File: config.mk
export PLATFORM = sky130hd
export DESIGN_NAME = timer_seq_ctrl
export DESIGN_NICKNAME = d
export VERILOG_FILES = /design/src/rtl/timer_seq_ctrl.sv
export SDC_FILE = /design/constraint.sdc
export NUM_CORES = 1
export LEC_CHECK = 0
export ABC_AREA = 1
export ABC_CLOCK_PERIOD_IN_PS = 1790
export CAP_MARGIN = 20
export CORE_UTILIZATION = 43
export DETAILED_ROUTE_END_ITERATION = 10
export GPL_TIMING_DRIVEN = 0
export PLACE_DENSITY_LB_ADDON = 0.12
export SLEW_MARGIN = 10
export SYNTH_ARGS = -nofsm -noshare
export SYNTH_HDL_FRONTEND = slang
export SYNTH_SLANG_ARGS = --single-unit
File: constraint.sdc
create_clock -name clk -period 1.79 [get_ports clk]
set_clock_uncertainty 0.1 [all_clocks]
set_input_delay 0.358 -clock clk [delete_from_list [all_inputs] [get_ports clk]]
set_output_delay 0.358 -clock clk [all_outputs]
set_load 0.02 [all_outputs]
File: src/rtl/timer_seq_ctrl.sv
// Drives a down-counter through R intervals of N+2 cycles (LOAD + N+1 WAIT), ticking once per expiry.
// Requests only accepted in IDLE; response held until resp_rdy. TIMER_SEQ_ABORT_EN adds an abort input.
module timer_seq_ctrl #(
  parameter int CNT_W = 16,
  parameter int REP_W = 8
) (
  input  logic             clk,
  input  logic             rst,
  input  logic             req_val,
  output logic             req_rdy,
  input  logic [CNT_W-1:0] req_len,
  input  logic [REP_W-1:0] req_reps,
  output logic             cnt_load,
  output logic [CNT_W-1:0] cnt_in,
  input  logic             cnt_done,
  output logic             tick,
  output logic             busy,
  output logic             resp_val,
  input  logic             resp_rdy,
  output logic [REP_W-1:0] resp_reps
`ifdef TIMER_SEQ_ABORT_EN
  ,
  input  logic             abort
`endif
);

  localparam logic [1:0] ST_IDLE = 2'd0;
  localparam logic [1:0] ST_LOAD = 2'd1;
  localparam logic [1:0] ST_WAIT = 2'd2;
  localparam logic [1:0] ST_RESP = 2'd3;

  logic [1:0]       state_q, state_d;
  logic [CNT_W-1:0] len_q, len_d;
  logic [REP_W-1:0] reps_left_q, reps_left_d;
  logic [REP_W-1:0] done_cnt_q, done_cnt_d;
  logic             abort_w;

`ifdef TIMER_SEQ_ABORT_EN
  assign abort_w = abort;
`else
  assign abort_w = 1'b0;
`endif

  assign req_rdy   = (state_q == ST_IDLE);
  assign busy      = (state_q != ST_IDLE);
  assign cnt_load  = (state_q == ST_LOAD);
  assign cnt_in    = len_q;
  assign resp_val  = (state_q == ST_RESP);
  assign resp_reps = done_cnt_q;

  always_comb begin
    state_d     = state_q;
    len_d       = len_q;
    reps_left_d = reps_left_q;
    done_cnt_d  = done_cnt_q;
    tick        = 1'b0;
    case (state_q)
      ST_IDLE: begin
        if (req_val) begin
          len_d       = req_len;
          reps_left_d = (req_reps == '0) ? REP_W'(1) : req_reps;
          done_cnt_d  = '0;
          state_d     = ST_LOAD;
        end
      end
      ST_LOAD: begin
        // cnt_done still reflects the previous count here, so it is not looked at
        state_d = abort_w ? ST_RESP : ST_WAIT;
      end
      ST_WAIT: begin
        if (abort_w) begin
          state_d = ST_RESP;
        end else if (cnt_done) begin
          tick        = 1'b1;
          done_cnt_d  = done_cnt_q + REP_W'(1);
          reps_left_d = reps_left_q - REP_W'(1);
          state_d     = (reps_left_q == REP_W'(1)) ? ST_RESP : ST_LOAD;
        end
      end
      ST_RESP: begin
        if (resp_rdy) begin
          state_d = ST_IDLE;
        end
      end
      default: state_d = ST_IDLE;
    endcase
  end

  always_ff @(posedge clk or negedge rst) begin
    if (!rst) begin
      state_q     <= ST_IDLE;
      len_q       <= '0;
      reps_left_q <= '0;
      done_cnt_q  <= '0;
    end else begin
      state_q     <= state_d;
      len_q       <= len_d;
      reps_left_q <= reps_left_d;
      done_cnt_q  <= done_cnt_d;
    end
  end

endmodule

# Word-level counts from Yosys, hierarchy flattened
# Cells that the tools add are included.
word_totals:
  reg_bits: 34
  input_bits: 29
  out_inout_bits: 29
classes:
  addsub: 2
  eq_ne: 7
  muxes: 14
  n_reduce_logical: 7
op_table:
  columns: ["op", "count"]
  rows:
  - ["2-to-1 mux 8 bit", 5]
  - ["one-hot mux 8 bit (2 select lines)", 2]
  - ["adder 8 x 1 -> 8 bit (second input constant)", 1]
  - ["equality test 8 x 1 -> 1 bit (second input constant)", 1]
  - ["zero test 8 bit", 1]
  - ["2-to-1 mux 2 bit", 4]
  - ["one-hot mux 2 bit (4 select lines)", 1]
  - ["subtractor 8 x 1 -> 8 bit (second input constant)", 1]
  - ["AND reduction 3 bit", 2]
  - ["equality test 2 bit (second input constant)", 2]
  - ["!= test 2 bit (second input constant)", 2]
  - ["nonzero test 2 bit", 2]
  - ["equality test 2 x 1 -> 1 bit (second input constant)", 1]
  - ["zero test 2 bit", 1]
  - ["2-to-1 mux 1 bit", 2]
  - ["!= test 2 x 1 -> 1 bit (second input constant)", 1]
  - ["AND reduction 2 bit", 1]

# Longest topological paths before layout
# Gate-level depths: netlist of the first run.
logic_depth:
  word_depth: 4
  ltp_mapped: 9

# Worst setup path after synthesis of the first run
# Ideal clock, no wire load.
synth_timing:
  path_kind: "register to register"
  startpoint: "register state_q[1]"
  endpoint: "register len_q[0] (netlist: cnt_in[0])"
  t_arrival_ps: 1242
  required_time_ps: 1574
  path_slack_ps: 331
  path_stages_with_launch: 7
  path_cell_list: "dfrtp_1 nor2_2 nand2_2 buf_4 buf_4 nand2_1 nand2_1"
synth_via:
  elab_chain_len: 2
synth_rtl:
  columns: ["item", "line", "rtl"]
  rows:
  - ["from (decl)", "32", "logic [1:0] state_q, state_d;"]
  - ["from (signal assigned)", "96", "state_q <= state_d;"]
  - ["zero test 2 bit", null, null]
  - ["named net req_rdy", "10", "output logic req_rdy,"]
  - ["AND reduction 2 bit (no source line)", null, null]
  - ["to (signal assigned)", "97", "len_q <= len_d;"]
  - ["to (decl)", "33", "logic [CNT_W-1:0] len_q, len_d;"]
# The timed path passes the listed nets, and every way through them passes these cells.
# A chain may end at the register's enable or synchronous reset.

# Final worst setup path of the first run
layout_timing:
  startpoint: "register len_q[15] (netlist: cnt_in[15])"
  endpoint: "output port cnt_in[15]"
layout_lines:
  columns: ["item", "line", "rtl"]
  rows:
  - ["to (decl)", "14", "output logic [CNT_W-1:0] cnt_in,"]
# No word-level cell between the ends.

==> impl_metrics.toml, run 1 <==
[run_status]
run_status = "complete, no violations"

[synth]
synthArstFlopShare_pct = 100.0
seq_area_frac_synth_pct = 47.62
synth_flop_cell = "dfrtp_1"
synthSimpleGateAreaFrac_pct = 33.47
synthesis.area_sq_um = 1787
synth_top_family_by_area = "simple AND/OR/NAND/NOR gates"
synth_seq_cells = 34
synth.avg_cell_area_sq_um = 7.571
netlist_top_cells_count = "nand2_1, dfrtp_1, inv_1"
synth-edff-count = 0
synth-compound-area-share_pct = 8.473
synth_most_common_cell = "nand2_1"
synth_top_cell_area_share_pct = 47.62
synth_fa_ha_area_share_pct = 2.101
syn_inst = 236
muxShareOfSynthArea_pct = 0
synth_cell_type_count = 26
synth_area_leaders = "dfrtp_1, nand2_1, inv_1"
ys.warnings.count = 0
synth_nets = 268
synth_xor_area_share_pct = 0.4902
yosysTopAreaCell = "dfrtp_1"

[global_route]
gr-total-overflow = 0
track_usage_pct = 21.92
first_global_vias = 1542
grt_max_degree = 35
grt_pass1_wl_um = 7093
antenna_found_initial = 0

[cts]
clk_latency_ps = 290
clk_path_buf_depth = 2
cts_tree = "yes"
hold_buffers = 0
cts_made_buffers = 5
clock-sinks = 34
cts_max_level = 2
clk_pin_slew_worst_paths_ps = 70
root_buffer = "clkbuf_8"

[detailed_routing]
viasPerCell = 4.875
drc = 0
dr_total_vias = 1721
wl_met1_um = 1947
routed-wl-met2_um = 2003
drt_first_pass_iters = 4
wl_per_cell_um = 12.25
dr.first_iter.drc_count = 122
highest-signal-layer = "met4"
routed_wirelength_um = 4323
wl_met3_um = 295
ant_nets = 0

[worst_setup_path]
critPathLaunchType = "flop"
worstPathArrival_ps = 1280
crit_family = "buffers and inverters"
crit_path_end_kind = "primary output"
path_cells = "clkdlybuf4s50_1"
cpPeakStageDelay_ps = 610
r2r_end = "reps_left_q[0]"
r2r_slack_ps = 320
cp_slowest_cell = "clkdlybuf4s50_1"
r2r_cells = 7
path_class = "reg2out"
cp_data_required_time_ps = 1330
critPathBufInv = 1
crit_fanout = 2
r2r-start = "state_q[1]"

[finish]
syn2layout_area_growth_pct = 44.05
layout.nets = 334
fin_area_sq_um = 2574
drive_gt1_share_pct = 9.901
diodes = 0
layoutNonFillerInstCount = 353

[floorplan]
core-area_sq_um = 4000
die_x_um = 66.46
die_area_sq_um = 4417
start_util_pct = 44.67
die-height_um = 66.46
io_pins = 58
rows = 23

[place]
dpl.hpwl_um = 2982
globalplace.congestion = 0.8626
place_area_sq_um = 2415
port_buffers = 57
place_inst = 343

[sta]
hold_viol_final = 0
fin_crit_ps = 1735
fmax_mhz = 576.4
finalSetupViolations = 0
final_max_slew_viol_count = 0
slew_headroom_pct = 49.08
worstMarginPinSlew_ps = 763.8
grt_setup_unrepaired = "no"
min_period_over_period_pct = 96.92

[power_and_ir_drop]
power_frac_seq_pct = 31.7
pwr-share-comb_pct = 47.1
powerDensity_nw_per_um2 = 1616
switching_share_pct = 40.23
power_uw = 4160
power_switching_uw = 1674
power_frac_clock_pct = 21.2
ir_drop_mv = 0.8827
p_int_uw = 2486
p_leak_uw = 0.001380

[flow_run]
drv_cap = 0

[hold_path]
min_path_type = "in2async"
through the flow:
stage / TNS [ps] / util (%) / setup slack [ps] / hold WS (ps)
after CTS: 0 / 63.72 / 9.980 / 65.17
after global routing: 0 / 64.34 / 5.452 / 95.26
final: 0 / 64.34 / 55.11 / 35.91
after global placement: -17780 / 60.49 / -510.1 / 360.5
after detailed placement: -485.8 / 60.37 / -485.8 / 367.9
after floorplan: 0 / - / 331.5 / -37.59
power groups by stage:
| stage | Sequential [uW] | Clock [uW] | Combinational [uW] |
|---|---|---|---|
| 2_1_floorplan | 1520 | 0 | 977 |
| 3_3_place_gp | 1320 | 0 | 1960 |
| 3_5_place_dp | 1310 | 0 | 1990 |
| 4_1_cts | 1320 | 895 | 1970 |
| 5_1_grt | 1360 | 937 | 2160 |
| 6_report | 1320 | 883 | 1960 |
sequential cells by signal (all words and copies together), names as in the netlist:
name	cells
reps_left_q	8
state_q	2
cnt_in	16
resp_reps	8
cell type report:
class	count	area, sq um
fillers	355	1426
flip-flops and latches	34	852.1
multi-input cells	170	795.8
repair buffers	59	580.6
inverters	27	103.9
clock buffers	6	82.58
well taps	50	62.56
clock inverters	2	60.06
plain buffers	5	36.28
cell usage in the layout (no fill, tap or decap):
cell type	n
buf_4	4
nor2_2	1
clkinv_1	1
xor2_1	1
clkbuf_8	6
buf_2	3
nand2_4	2
dlygate4sd2_1	9
o21ai_0	7
dfrtp_2	1
o211ai_1	3
o21ai_1	8
nand3_1	9
or2_2	2
inv_4	1
nor2_4	2
a22o_1	1
dlymetal6s2s_1	4
nand4_1	8
or2_0	1
inv_2	2
nand2_1	95
o21bai_1	2
a21oi_1	6
nand2_2	2
bufinv_16	2
clkdlybuf4s50_1	42
dfrtp_1	33
inv_1	23
ha_1	3
nor2_1	17
buf_6	2
logic make-up after synthesis:
family	count (synthesis)
simple gates	139
flops	34
buf+inv	32
compound gates	27
fa+ha+maj	3
xor+xnor	1
layer usage:
metal | global-route usage, % | vias to the layer above
met2 | 34.69 | 66
li1 | - | 871
met1 | 28.45 | 777
met4 | 9.574 | 0
met5 | 0 | -
met3 | 5.137 | 7
how the worst max path moves through the flow:
stage | start | end | slack, ps | depth (start not counted)
global placement | rst | resp_reps[7] | -510 | 1
finish | cnt_in[15] | cnt_in[15] | 60 | 1
CTS | resp_reps[0] | resp_reps[0] | 10 | 1
global route | cnt_in[15] | cnt_in[15] | 5 | 1
floorplan | state_q[1] | cnt_in[0] | 330 | 6
detailed placement | cnt_done | tick | -490 | 4
what timing repair did:
action,4_1_cts,5_1_grt
gates cloned,0,0
resized for setup,16,4
setup buffers,0,2
pin swaps,1,1
endpoints found under the setup margin,10,5
(Power assumes the default switching activity.)
==> run 2: changes to the inputs <==
--- a/config.mk
+++ b/config.mk
@@ -8,7 +8,7 @@
 export ABC_AREA = 1
 export ABC_CLOCK_PERIOD_IN_PS = 1790
 export CAP_MARGIN = 20
-export CORE_UTILIZATION = 43
+export CORE_UTILIZATION = 46
 export DETAILED_ROUTE_END_ITERATION = 10
 export GPL_TIMING_DRIVEN = 0
 export PLACE_DENSITY_LB_ADDON = 0.12
==> run 2 against run 1 <==
Net effect: register-to-register slack barely moved; count of clock-buffer cells in the layout did not move; core utilization rose by 4.4 points; global-route usage rose by 1.9 points; final area fell by 1.5%; first-iteration DRC count rose by 40%; worst setup slack got worse by 2.4 ps; largest power group unchanged; via count rose by 2.0%; clock power fell by 32%; hold slack got worse by 4.8 ps; non-clock buffer count rose by 1; sequential share of layout area rose by 0.51 points.
==> impl_metrics.toml, run 2 (synthesis results as in run 1) <==
[floorplan]
core-area_sq_um = 3689
rows = 22
io_pins = 58
die-height_um = 64.33
die_area_sq_um = 4138
die_x_um = 64.33
start_util_pct = 48.44

[cts]
clk_pin_slew_worst_paths_ps = 70
clk_path_buf_depth = 2
cts_max_level = 2
cts_made_buffers = 5
clock-sinks = 34
hold_buffers = 0
cts_tree = "yes"
root_buffer = "clkbuf_8"
clk_latency_ps = 290

[sta]
hold_slack_ps = 31.06
min_period_over_period_pct = 97.06
finalSetupViolations = 0
worstMarginPinSlew_ps = 750.6
grt_setup_unrepaired = "no"
slew_headroom_pct = 49.96
hold_viol_final = 0
fmax_mhz = 575.6
final_max_slew_viol_count = 0
fin_crit_ps = 1737

[worst_setup_path]
worstPathArrival_ps = 1280
crit_fanout = 2
cp_slowest_cell = "clkdlybuf4s50_1"
path_class = "reg2out"
crit_family = "buffers and inverters"
path_cells = "clkdlybuf4s50_1"
critPathLaunchType = "flop"
crit_path_end_kind = "primary output"
cp_data_required_time_ps = 1330
critPathBufInv = 1
cpPeakStageDelay_ps = 630

[flow_run]
drv_cap = 0

[finish]
n_fill_cell = 312
diodes = 0
drive_gt1_share_pct = 10.20
layout.nets = 335
layout_commonest_cell = "nand2_1"
final_cell_mix = "nand2_1, clkdlybuf4s50_1, dfrtp_1, inv_1, nor2_1"
largest_reg_flops = 16
regArea_sq_um = 852.1
multi_input_area_sq_um = 795.8
syn2layout_area_growth_pct = 41.88

[global_route]
gr-usage-met2_pct = 37.50
grt_max_degree = 35
first_global_vias = 1625
use_met3_pct = 7.679
busiest_layer = "met2"
gr-total-overflow = 0
antenna_found_initial = 0
track_usage_pct = 23.82
grt_pass1_wl_um = 7369
use_met1_pct = 29.22

[power_and_ir_drop]
power_uw = 3915
p_leak_uw = 0.001372
ir_drop_mv = 0.9727
powerDensity_nw_per_um2 = 1544

[detailed_routing]
ant_nets = 0
drt_first_pass_iters = 4
drc = 0
wl_per_cell_um = 12.60
dr_total_vias = 1756
viasPerCell = 4.989
dr.first_iter.drc_count = 171
routed_wirelength_um = 4436

[run_status]
run_status = "complete, no violations"

[place]
dpl.hpwl_um = 3095
port_buffers = 57
globalplace.congestion = 0.9141

[hold_path]
min_path_type = "in2async"
==> run 2: cell count changes in the layout (fill, tap and decap cells not counted) <==
cell	change
dlygate4sd2_1	-1
buf_4	+1
clkinv_2	+1
dlymetal6s2s_1	+1
clkinvlp_4	+1
bufinv_16	-2
==> run 2: worst paths after layout <==
path	start	end	slack, ps	cells after the start
worst max register to register	reps_left_q[0]	reps_left_q[2]	330	6
min in group clk	cnt_in[12]	cnt_in[12]	380	2
max in group asynchronous	rst	state_q[1]	1040	1
worst min register to register	cnt_in[12]	cnt_in[12]	380	2
worst min-delay path	rst	cnt_in[5]	30	1
worst max-delay path	cnt_in[2]	cnt_in[2]	50	1
==> run 2: area by class of cell <==
type	instances	area share, %
multi-input combinational	170	31.39
timing repair buffer	60	23.35
buffer	5	1.431
inverter	27	4.097
clock inverter	2	0.4936
sequential	34	33.61
tap	48	2.369
clock buffer	6	3.258
==> run 2: timing repair <==
| item | CTS | global route |
|---|---|---|
| endpoints found under the setup margin | 9 | 5 |
| resized for setup | 15 | 5 |
| setup buffers | 0 | 3 |
| pin swaps | 1 | 1 |
==> run 2: metrics by stage <==
stage / setup slack (ps) / setup TNS [ps] / utilization, % / cells / cell area, sq um
floorplan: 331.5 / 0 / - / 236 / 1787
global placement: -511.0 / -17820 / 65.54 / 341 / 2417
detailed placement: -498.5 / -498.5 / 65.40 / 341 / 2412
CTS: 2.055 / 0 / 67.77 / 349 / 2500
global route: 13.95 / 0 / 68.72 / 352 / 2535
finish: 52.70 / 0 / 68.72 / 352 / 2535
==> run 2: layer usage <==
metal  part of all wire, %  vias up  routed length, um
li1                      -      877                  -
met1                    44      811               1941
met2                    47       57               2086
met3                   7.4       11                328
met4                   1.8        0                 79
met5                     0        -                  0
==> run 2: power breakdown <==
part	switching (uW)	leakage [uW]	internal [uW]
clock network	294	0.0000472	309
logic	1170	0.000895	825
registers	246	0.000430	1070
==> run 3: changes to the inputs <==
--- a/config.mk
+++ b/config.mk
@@ -6,12 +6,13 @@
 export NUM_CORES = 1
 export LEC_CHECK = 0
 export ABC_AREA = 1
-export ABC_CLOCK_PERIOD_IN_PS = 1790
+export ABC_CLOCK_PERIOD_IN_PS = 2200
 export CAP_MARGIN = 20
-export CORE_UTILIZATION = 46
+export CORE_UTILIZATION = 49
 export DETAILED_ROUTE_END_ITERATION = 10
 export GPL_TIMING_DRIVEN = 0
 export PLACE_DENSITY_LB_ADDON = 0.12
+export SKIP_CTS_REPAIR_TIMING = 1
 export SLEW_MARGIN = 10
 export SYNTH_ARGS = -nofsm -noshare
 export SYNTH_HDL_FRONTEND = slang
==> constraint.sdc (replaced) <==
create_clock -name clk -period 2.2 [get_ports clk]
set_clock_uncertainty 0.1 [all_clocks]
set_input_delay 0.44 -clock clk [delete_from_list [all_inputs] [get_ports clk]]
set_output_delay 0.44 -clock clk [all_outputs]
set_load 0.02 [all_outputs]
==> run 3 against run 2 <==
Net effect: sequential share of layout area is 0.20 points higher; critical path type unchanged; worst setup slack improved by 7.3 ps; critical path depth increased by 1; largest cell class unchanged.
==> impl_metrics.toml, run 3 (synthesis results as in run 1) <==
[detailed_routing]
drc = 0
routed_wirelength_um = 4312
dr_total_vias = 1743
viasPerCell = 5.023
drt_first_pass_iters = 4
dr.first_iter.drc_count = 171
ant_nets = 0
wl_per_cell_um = 12.43

[power_and_ir_drop]
ir_drop_mv = 0.7897
powerDensity_nw_per_um2 = 1302
p_leak_uw = 0.001270

[worst_setup_path]
cp_data_required_time_ps = 1660
r2r_cells = 7
r2r-start = "reps_left_q[1]"
critPathBufInv = 1
critPathLaunchType = "flop"
crit_fanout = 5
worstPathArrival_ps = 1600
cpPeakStageDelay_ps = 630
cp_slowest_cell = "clkdlybuf4s50_1"
crit_path_end_kind = "primary output"
crit_cells = 2
critPathLaunch = "state_q[1]"
path_cells = "nor2_1 -> clkdlybuf4s50_1"
r2r_slack_ps = 750
crit_family = "buffers and inverters"
path_class = "reg2out"
worstSetupEndpoint = "cnt_load"
r2r_end = "reps_left_q[6]"

[run_status]
run_status = "complete, no violations"

[global_route]
grt_max_degree = 35
grt_pass1_wl_um = 7672
track_usage_pct = 25.12
antenna_found_initial = 0
gr-total-overflow = 0
first_global_vias = 1735

[floorplan]
io_pins = 58
rows = 21
die_area_sq_um = 3892
die-height_um = 62.39
core-area_sq_um = 3416
start_util_pct = 52.31
die_x_um = 62.39

[finish]
syn2layout_area_growth_pct = 41.04
largest_reg_flops = 16
layout.nets = 332
final_cell_mix = "nand2_1, clkdlybuf4s50_1, dfrtp_1, inv_1, nor2_1"
diodes = 0
layoutNonFillerInstCount = 347
drive_gt1_share_pct = 8.970
layout_commonest_cell = "nand2_1"

[hold_path]
min_path_type = "in2async"

[place]
place_inst = 339
dpl.hpwl_um = 2934
place_worst_setup_slack_ps = -237.2
globalplace.congestion = 0.9136
port_buffers = 57

[cts]
cts_max_level = 2
clock-sinks = 34
cts_tree = "yes"
clk_pin_slew_worst_paths_ps = 120
root_buffer = "clkbuf_4"
cts_made_buffers = 5
clk_path_buf_depth = 2
clk_latency_ps = 350

[sta]
worstMarginPinSlew_ps = 754.2
final_max_slew_viol_count = 0
finalWorstSetupSlack_ps = 60.00
fin_crit_ps = 2140
slew_headroom_pct = 49.72
hold_viol_final = 0
grt_setup_unrepaired = "no"
finalSetupViolations = 0
fmax_mhz = 467.3
min_period_over_period_pct = 97.27

[flow_run]
drv_cap = 0
## run 3: routing by layer
metal	vias up	track usage, %	share of wire (%)	wire length (um)
li1	875	-	-	-
met1	800	32.42	46	1965
met2	61	39.97	45	1932
met3	7	7.117	7.8	338
met4	0	9.884	1.8	76
met5	-	0	0	0
## run 3: worst min-delay path by stage
| stage | startpoint | endpoint | slack, ps | cells past startpoint |
|---|---|---|---|---|
| after floorplan | rst | cnt_in[0] | 40 | 0 |
| after global placement | cnt_in[11] | cnt_in[11] | 360 | 2 |
| after detailed placement | cnt_in[6] | cnt_in[6] | 370 | 2 |
| after CTS | rst | reps_left_q[0] | 60 | 1 |
| after global routing | rst | cnt_in[14] | 100 | 1 |
| final | rst | reps_left_q[4] | 50 | 1 |
## run 3: where the power goes
part           total [uW]  internal, uW  switching [uW]
clock                 593           355             238
sequential           1070           872             199
combinational        1620           686             931
## run 3: through the flow
stage	total power [uW]	area [sq um]	setup TNS (ps)	hold WS (ps)	utilization (%)
after floorplan	2028	1787	0	44.41	-
after global placement	2662	2415	-5712	362.2	70.70
after detailed placement	2686	2410	-237.2	365.1	70.55
after CTS	3291	2516	-242.1	62.23	73.66
after global routing	3527	2520	0	97.22	73.77
final	3281	2520	0	45.56	73.77
## run 3: cell type report
class,instances,area (sq um)
buffer,5,36.28
clock inverter,3,68.82
multi-input combinational,170,795.8
fill,268,895.9
timing repair buffer,57,568.0
sequential,34,852.1
inverter,27,103.9
tap,46,57.56
clock buffer,5,37.54
